--- src/rtl/bin_search_engine_pkg.sv ---
// Shared types and helpers for the binary search engine.
package bin_search_pkg;

    localparam int MAX_ADDR_W = 16;

    typedef enum logic [2:0] {IDLE, CALC, WAIT, COMPARE, DONE} state_t;

    // Midpoint of [lo, hi]; the extra sum bit keeps lo+hi from overflowing.
    function automatic logic [MAX_ADDR_W-1:0] next_mid(input logic [MAX_ADDR_W-1:0] lo,
                                                       input logic [MAX_ADDR_W-1:0] hi);
        logic [MAX_ADDR_W:0] sum;
        sum = {1'b0, lo} + {1'b0, hi};
        return sum[MAX_ADDR_W:1];
    endfunction

endpackage

--- src/rtl/bin_search_engine.sv ---
// Binary search over an ascending-sorted synchronous RAM with configurable read latency.
module bin_search_engine
    import bin_search_pkg::*;
#(
    parameter int DATA_W = 8,
    parameter int ADDR_W = 5,
    parameter int RD_LAT = 2
) (
    input  logic              clk,
    input  logic              reset,
    input  logic              start,
    input  logic [DATA_W-1:0] target,
    output logic [ADDR_W-1:0] mem_addr,
    input  logic [DATA_W-1:0] mem_rdata,
    output logic              busy,
    output logic              done,
    output logic              found,
    output logic [ADDR_W-1:0] index,
    output logic [ADDR_W:0]   probes
);

    localparam int WCNT_W = (RD_LAT > 1) ? $clog2(RD_LAT) : 1;

    state_t              state, state_next;
    logic [DATA_W-1:0]   tgt;
    logic [ADDR_W-1:0]   lo, hi, mid;
    logic [WCNT_W-1:0]   wcnt;
    logic                eq, gt, at_lo, at_hi;

    assign mem_addr = mid;
    assign eq       = (tgt == mem_rdata);
    assign gt       = (tgt > mem_rdata);
    assign at_lo    = (mid == lo);
    assign at_hi    = (mid == hi);

    always_ff @(posedge clk) begin
        if (reset) state <= IDLE;
        else       state <= state_next;
    end

    always_comb begin
        state_next = state;
        busy       = 1'b0;
        done       = 1'b0;
        case (state)
            IDLE: begin
                if (start) state_next = CALC;
            end
            CALC: begin
                busy       = 1'b1;
                state_next = WAIT;
            end
            WAIT: begin
                busy = 1'b1;
                if (wcnt == '0) state_next = COMPARE;
            end
            COMPARE: begin
                busy = 1'b1;
                // Bounds checks stop the search before lo/hi could wrap past 0 or the top index.
                if (eq)      state_next = DONE;
                else if (gt) state_next = at_hi ? DONE : CALC;
                else         state_next = at_lo ? DONE : CALC;
            end
            DONE: begin
                done = 1'b1;
                if (!start) state_next = IDLE;
            end
            default: state_next = IDLE;
        endcase
    end

    // Target is pure data: captured on acceptance, never reset.
    always_ff @(posedge clk) begin
        if (state == IDLE && start) tgt <= target;
    end

    always_ff @(posedge clk) begin
        if (reset) begin
            lo     <= '0;
            hi     <= '0;
            mid    <= '0;
            wcnt   <= '0;
            found  <= 1'b0;
            index  <= '0;
            probes <= '0;
        end else begin
            case (state)
                IDLE: begin
                    if (start) begin
                        lo     <= '0;
                        hi     <= '1;
                        found  <= 1'b0;
                        index  <= '0;
                        probes <= '0;
                    end
                end
                CALC: begin
                    mid  <= ADDR_W'(next_mid(MAX_ADDR_W'(lo), MAX_ADDR_W'(hi)));
                    wcnt <= WCNT_W'(RD_LAT - 1);
                end
                WAIT: begin
                    if (wcnt != '0) wcnt <= wcnt - 1'b1;
                end
                COMPARE: begin
                    probes <= probes + 1'b1;
                    if (eq) begin
                        found <= 1'b1;
                        index <= mid;
                    end else if (gt) begin
                        if (!at_hi) lo <= mid + 1'b1;
                    end else begin
                        if (!at_lo) hi <= mid - 1'b1;
                    end
                end
                default: ;
            endcase
        end
    end

endmodule

--- config.mk ---
export PLATFORM = sky130hd
export DESIGN_NAME = bin_search_engine
export DESIGN_NICKNAME = d
export VERILOG_FILES = /design/src/rtl/bin_search_engine_pkg.sv /design/src/rtl/bin_search_engine.sv
export SDC_FILE = /design/constraint.sdc
export NUM_CORES = 1
export LEC_CHECK = 0
export BUFFER_PORTS_ARGS = -buffer_cell sky130_fd_sc_hd__clkbuf_2
export CAP_MARGIN = 15
export CORE_MARGIN = 3
export CORE_UTILIZATION = 40
export CTS_CLUSTER_DIAMETER = 80
export DETAILED_ROUTE_END_ITERATION = 10
export GPL_ROUTABILITY_DRIVEN = 0
export PLACE_DENSITY_LB_ADDON = 0.08
export SLEW_MARGIN = 20
export SYNTH_ARGS = -nofsm -noshare
export SYNTH_HDL_FRONTEND = slang
export SYNTH_SLANG_ARGS = --single-unit
export TNS_END_PERCENT = 1
--- constraint.sdc ---
create_clock -name clk -period 1.89 [get_ports clk]
set_clock_uncertainty 0.1 [all_clocks]
set_input_delay 0.2835 -clock clk [delete_from_list [all_inputs] [get_ports clk]]
set_output_delay 0.2835 -clock clk [all_outputs]
set_load 0.02 [all_outputs]
==> results of run 1 <==
report_power, final:
part | switching [mW] | total [mW] | internal, mW
clock network | 0.318 | 0.711 | 0.393
logic | 0.815 | 1.45 | 0.637
registers | 0.148 | 1.16 | 1.01
total | 1.28 | 3.33 | 2.04
critical path: stages (launching register included):
cell,delay (ns)
edfxtp_1,0.44
ha_4,0.29
buf_4,0.10
nand2_1,0.05
o21a_2,0.27
a211oi_4,0.31
mux2_4,0.32
worst paths after layout:
check | start | to | slack (ns) | depth (start not counted)
min | target[7] | tgt[7]$_DFFE_PP_ | 0.05 | 1
min reg2reg | wcnt$_SDFFE_PP0P_ | wcnt$_SDFFE_PP0P_ | 0.38 | 2
max reg2reg | tgt[7]$_DFFE_PP_ | lo[0]$_SDFFE_PP0P_ | -0.12 | 6
max | tgt[7]$_DFFE_PP_ | lo[0]$_SDFFE_PP0P_ | -0.12 | 6
layer usage:
| layer | routed length, µm | up-vias | share of wire [%] |
|---|---|---|---|
| li1 | - | 1007 | - |
| met1 | 2580 | 881 | 49 |
| met2 | 2440 | 29 | 47 |
| met3 | 170 | 4 | 3.2 |
| met4 | 44 | 0 | 0.84 |
| met5 | 0 | - | 0 |
what timing repair did:
item	CTS	global route
gates resized for setup	9	14
setup buffers	3	1
gates cloned	1	0
pin swaps	8	8
endpoints found under the setup margin	14	20
cell usage after synthesis, drive strengths merged (2+ instances only):
cell    number
nor3         8
and3         3
a21o         2
clkbuf       4
xor2         4
nand4        5
xnor2       15
o21ai       10
nand2       21
nand3b       2
inv         14
a211oi       6
a21oi       19
a311oi       4
nor2b        3
nand3       11
or2          2
edfxtp       8
mux2i        5
nor2        27
buf         14
nor4         3
dfxtp       31
o21a         2
ha          15
registers in the layout, indices dropped and copies added, names as in the netlist:
register  cells
wcnt          1
hi            5
found         1
index         5
lo            5
state         3
mem_addr      5
tgt           8
probes        6
area by class of cell:
type,count,area (µm²),share of cell area (%)
timing repair buffer,66,412,14.3
clock buffer,5,68.8,2.39
sequential,39,862,29.9
multi-input combinational,185,1350,46.8
inverter,15,57.6,2.00
tap,70,87.6,3.04
clock inverter,3,43.8,1.52
cells by family after synthesis:
kind of cell,after synthesis,synth area share (%)
mux,6,2.70
flops,39,37.8
simple gates,92,20.1
buf+inv,33,7.26
fa+ha+maj,16,9.13
xor+xnor,19,7.32
compound gates,52,15.6
==> results.cfg, run 1 <==
[clock_network]
clk_pin_slew_ns = 0.09
cts_made_buffers = 5
clockBufferDepth = 2
cts-root-buf = clkbuf_8
cts_htree_levels = 2
cts_tree = yes
insertion_delay_ns = 0.30
clock_sinks = 39
cts_hold_buf = 0

[power]
p_total_mw = 3.33
power.density_nw_per_um2 = 1150
p_leak_nw = 1.24
peakVddDrop_uv = 629

[global_routing]
antenna_found_initial = 0
use_met2_pct = 27.4
first_global_vias = 1841
met1_usage_pct = 23.8
overflow = 0
grt_usage_pct = 17.3
grt.busiest_layer = met2
grt_pass1_wl_um = 8820
met3_usage_pct = 3.07
grt_max_degree = 25

[logic_synthesis]
avgSynthCellArea_um2 = 8.85
ys_ff_latch = 39
yosysTopAreaCell = dfxtp_1
yosys_most_used_dff = dfxtp_1
yosysTopAreaCellShare_pct = 27.3
ys_seq_area_share_pct = 37.8
synth-edff-count = 8
syn_inst = 257
yosys-top-cells-area = dfxtp_1 27%, edfxtp_1 11%, ha_1 8.3%
async_reset_ff_share_pct = 0
syn-cell-area_um2 = 2270
yosysUniqueCellTypes = 51
ys_warn_count = 0
syn_nets = 292

[die]
start_util_pct = 42.9
die_x_um = 81.4
core_area_um2 = 5300
pin_count = 38
dieArea_um2 = 6630
num_rows = 26
die_height_um = 81.4

[critical_path]
worstPathRequired_ns = 1.97
cp-end-kind = flip-flop
start_kind = flip-flop
cp_max_fo = 6
arrival_ns = 2.08
critPathKind = flip-flop to flip-flop

[sta]
final-setup-viol-count = 12
worst_pin_slew_ns = 0.482
final_hold_viol_count = 0
tns_ns = -0.827
post-route-period-util_pct = 106
slew_viol_final = 0
finalCriticalPeriod_ns = 2.01
setup_slack_ns = -0.119
rsz0062_at_grt = true
slew_headroom_pct = 67.5
fmaxAchievable_mhz = 498
hold_slack_ns = 0.0550

[route]
first_iter_violations = 63
postRouteAntennaNets = 0
totalWireLength_um = 5240
wl_per_cell_um = 13.7
drcViolationCount = 0
vias = 1921
routed_via_density = 5.02
drtPass1Iterations = 4

[placement]
dpl.hpwl_um = 3760
place_area_um2 = 2620
place_inst = 370
port_buffers = 37
preCtsSetupSlack_ns = -0.167

[min_path]
holdCritPathClass = input pin to flip-flop

[outcome]
violations = negative setup slack
outcome = finished, violations left

[finish]
final_common_cell = clkbuf_2
fillCellCount = 505
diodes = 0
syn_to_final_growth_pct = 26.6
final_cells = 383
drive_gt1_share_pct = 31.6
layout.nets = 347
fin_area_um2 = 2880
utilization_pct = 54.3
final_cell_mix = 37 x clkbuf_2, 30 x dfxtp_1, 26 x nor2_1

[job]
maxCapViolCount = 0
Power figures use the tool's default switching activity.
==> run 2: changes to the inputs <==
Settings changed: RECOVER_POWER set to 100.
==> run 2 against run 1 <==
Compared with the run above: die area unchanged; total power shrank 1.1%; fmax hardly changed; hold slack better by 0.0016 ns; via count about the same; core utilization fell by 0.73 points; non-clock buffer count stayed put; routed wire length is 0.36% higher; critical path type unchanged; flip-flop and latch count stayed put; setup slack worse by 0.0018 ns; sequential share of layout area is 0.36 points higher; the flow still finishes with violations (negative setup slack).
==> results.cfg, run 2 (same netlist as run 1, synthesis figures left out) <==
[power]
power.density_nw_per_um2 = 1160
p_total_mw = 3.29
peakVddDrop_uv = 621
p_leak_nw = 1.17

[sta]
slew_viol_final = 0
rsz0062_at_grt = true
final-setup-viol-count = 11
setup_slack_ns = -0.120
tns_ns = -0.797
worst_pin_slew_ns = 0.495
post-route-period-util_pct = 106
fmaxAchievable_mhz = 497
finalCriticalPeriod_ns = 2.01
hold_slack_ns = 0.0566
final_hold_viol_count = 0
slew_headroom_pct = 66.9

[job]
maxCapViolCount = 0

[critical_path]
rrSetupSlack_ns = -0.12
critPathKind = flip-flop to flip-flop
worstPathRequired_ns = 1.97
start_kind = flip-flop
setup.worst_path.start = tgt[7]$_DFFE_PP_
cp-end-kind = flip-flop
crit_end = lo[0]$_SDFFE_PP0P_
rr_worst_depth = 6
r2r-end = lo[0]$_SDFFE_PP0P_
cp_max_fo = 6
timing.rr.start = tgt[7]$_DFFE_PP_
arrival_ns = 2.09

[global_routing]
antenna_found_initial = 0
overflow = 0
grt_usage_pct = 17.3
first_global_vias = 1841
grt_pass1_wl_um = 8820
grt_max_degree = 25

[die]
pin_count = 38
num_rows = 26
die_height_um = 81.4
core_area_um2 = 5300
die_x_um = 81.4
dieArea_um2 = 6630
start_util_pct = 42.9

[min_path]
holdCritPathClass = input pin to flip-flop

[outcome]
outcome = finished, violations left
violations = negative setup slack

[finish]
utilization_pct = 53.6
drive_gt1_share_pct = 24.6
final_cell_mix = 31 x dfxtp_1, 26 x nor2_1, 21 x nand2_1, 21 x clkbuf_1, 21 x buf_4
final_cells = 383
regMostFlops = tgt
syn_to_final_growth_pct = 24.9
top_regs = tgt: 8 flops, probes: 6 flops
fillCellCount = 519
diodes = 0
largest_reg_flops = 8
layout.nets = 347
final_common_cell = dfxtp_1

[clock_network]
cts_made_buffers = 5
cts_hold_buf = 0
insertion_delay_ns = 0.29
cts-root-buf = clkbuf_8
clockBufferDepth = 2
clock_sinks = 39
cts_htree_levels = 2
clk_pin_slew_ns = 0.09
cts_tree = yes

[route]
wl_per_cell_um = 13.7
drtPass1Iterations = 4
vias = 1922
drcViolationCount = 0
first_iter_violations = 66
routed_via_density = 5.02
totalWireLength_um = 5260
postRouteAntennaNets = 0

[placement]
place_inst = 370
port_buffers = 37
dpl.hpwl_um = 3760
==> run 2: how the worst min path moves through the flow <==
stage	start	endpoint	slack, ns	cells after the start
after floorplan	target[0]	tgt[0]$_DFFE_PP_	0.28	0
after global placement	target[7]	tgt[7]$_DFFE_PP_	0.36	1
after detailed placement	target[7]	tgt[7]$_DFFE_PP_	0.36	1
after CTS	target[7]	tgt[7]$_DFFE_PP_	0.05	1
after global routing	target[7]	tgt[7]$_DFFE_PP_	0.05	1
final	target[7]	tgt[7]$_DFFE_PP_	0.06	1
==> run 2: routing by layer <==
metal	GRT usage [%]	part of all wire (%)
met1	23.8	50
met2	27.4	47
met3	3.07	2.6
met4	5.74	1.3
met5	0	0
==> run 2: final cells by class <==
class	instances	area [µm²]	share of cell area, %
well taps	70	87.6	3.08
inverters	15	56.3	1.98
repair buffers	66	375	13.2
clock inverters	3	43.8	1.54
multi-input cells	185	1350	47.5
flip-flops and latches	39	861	30.3
clock buffers	5	68.8	2.42
==> run 2: report_power, final <==
group | switching (mW) | internal, mW
logic | 0.815 | 0.604
clock network | 0.317 | 0.393
registers | 0.148 | 1.01
total | 1.28 | 2.01
==> run 2: metrics by stage <==
step	worst slack [ns]	area [µm²]
floorplan	-0.124	2270
global placement	-0.158	2620
detailed placement	-0.167	2620
CTS	-0.132	2800
global route	-0.200	2840
finish	-0.120	2840
==> run 2: worst max-delay path: stages (launching register included) <==
cell and delay, ns:
edfxtp_1 0.44, ha_4 0.29, buf_4 0.10, nand2_1 0.05, o21a_2 0.27, a211oi_4 0.31
mux2_4 0.32
==> run 2: what timing repair did <==
item,in CTS,in global routing
cloned,1,0
setup buffers,3,1
pin swaps,8,8
resized for setup,9,14
endpoints found under the setup margin,14,20
endpoints found under the hold margin,0,0
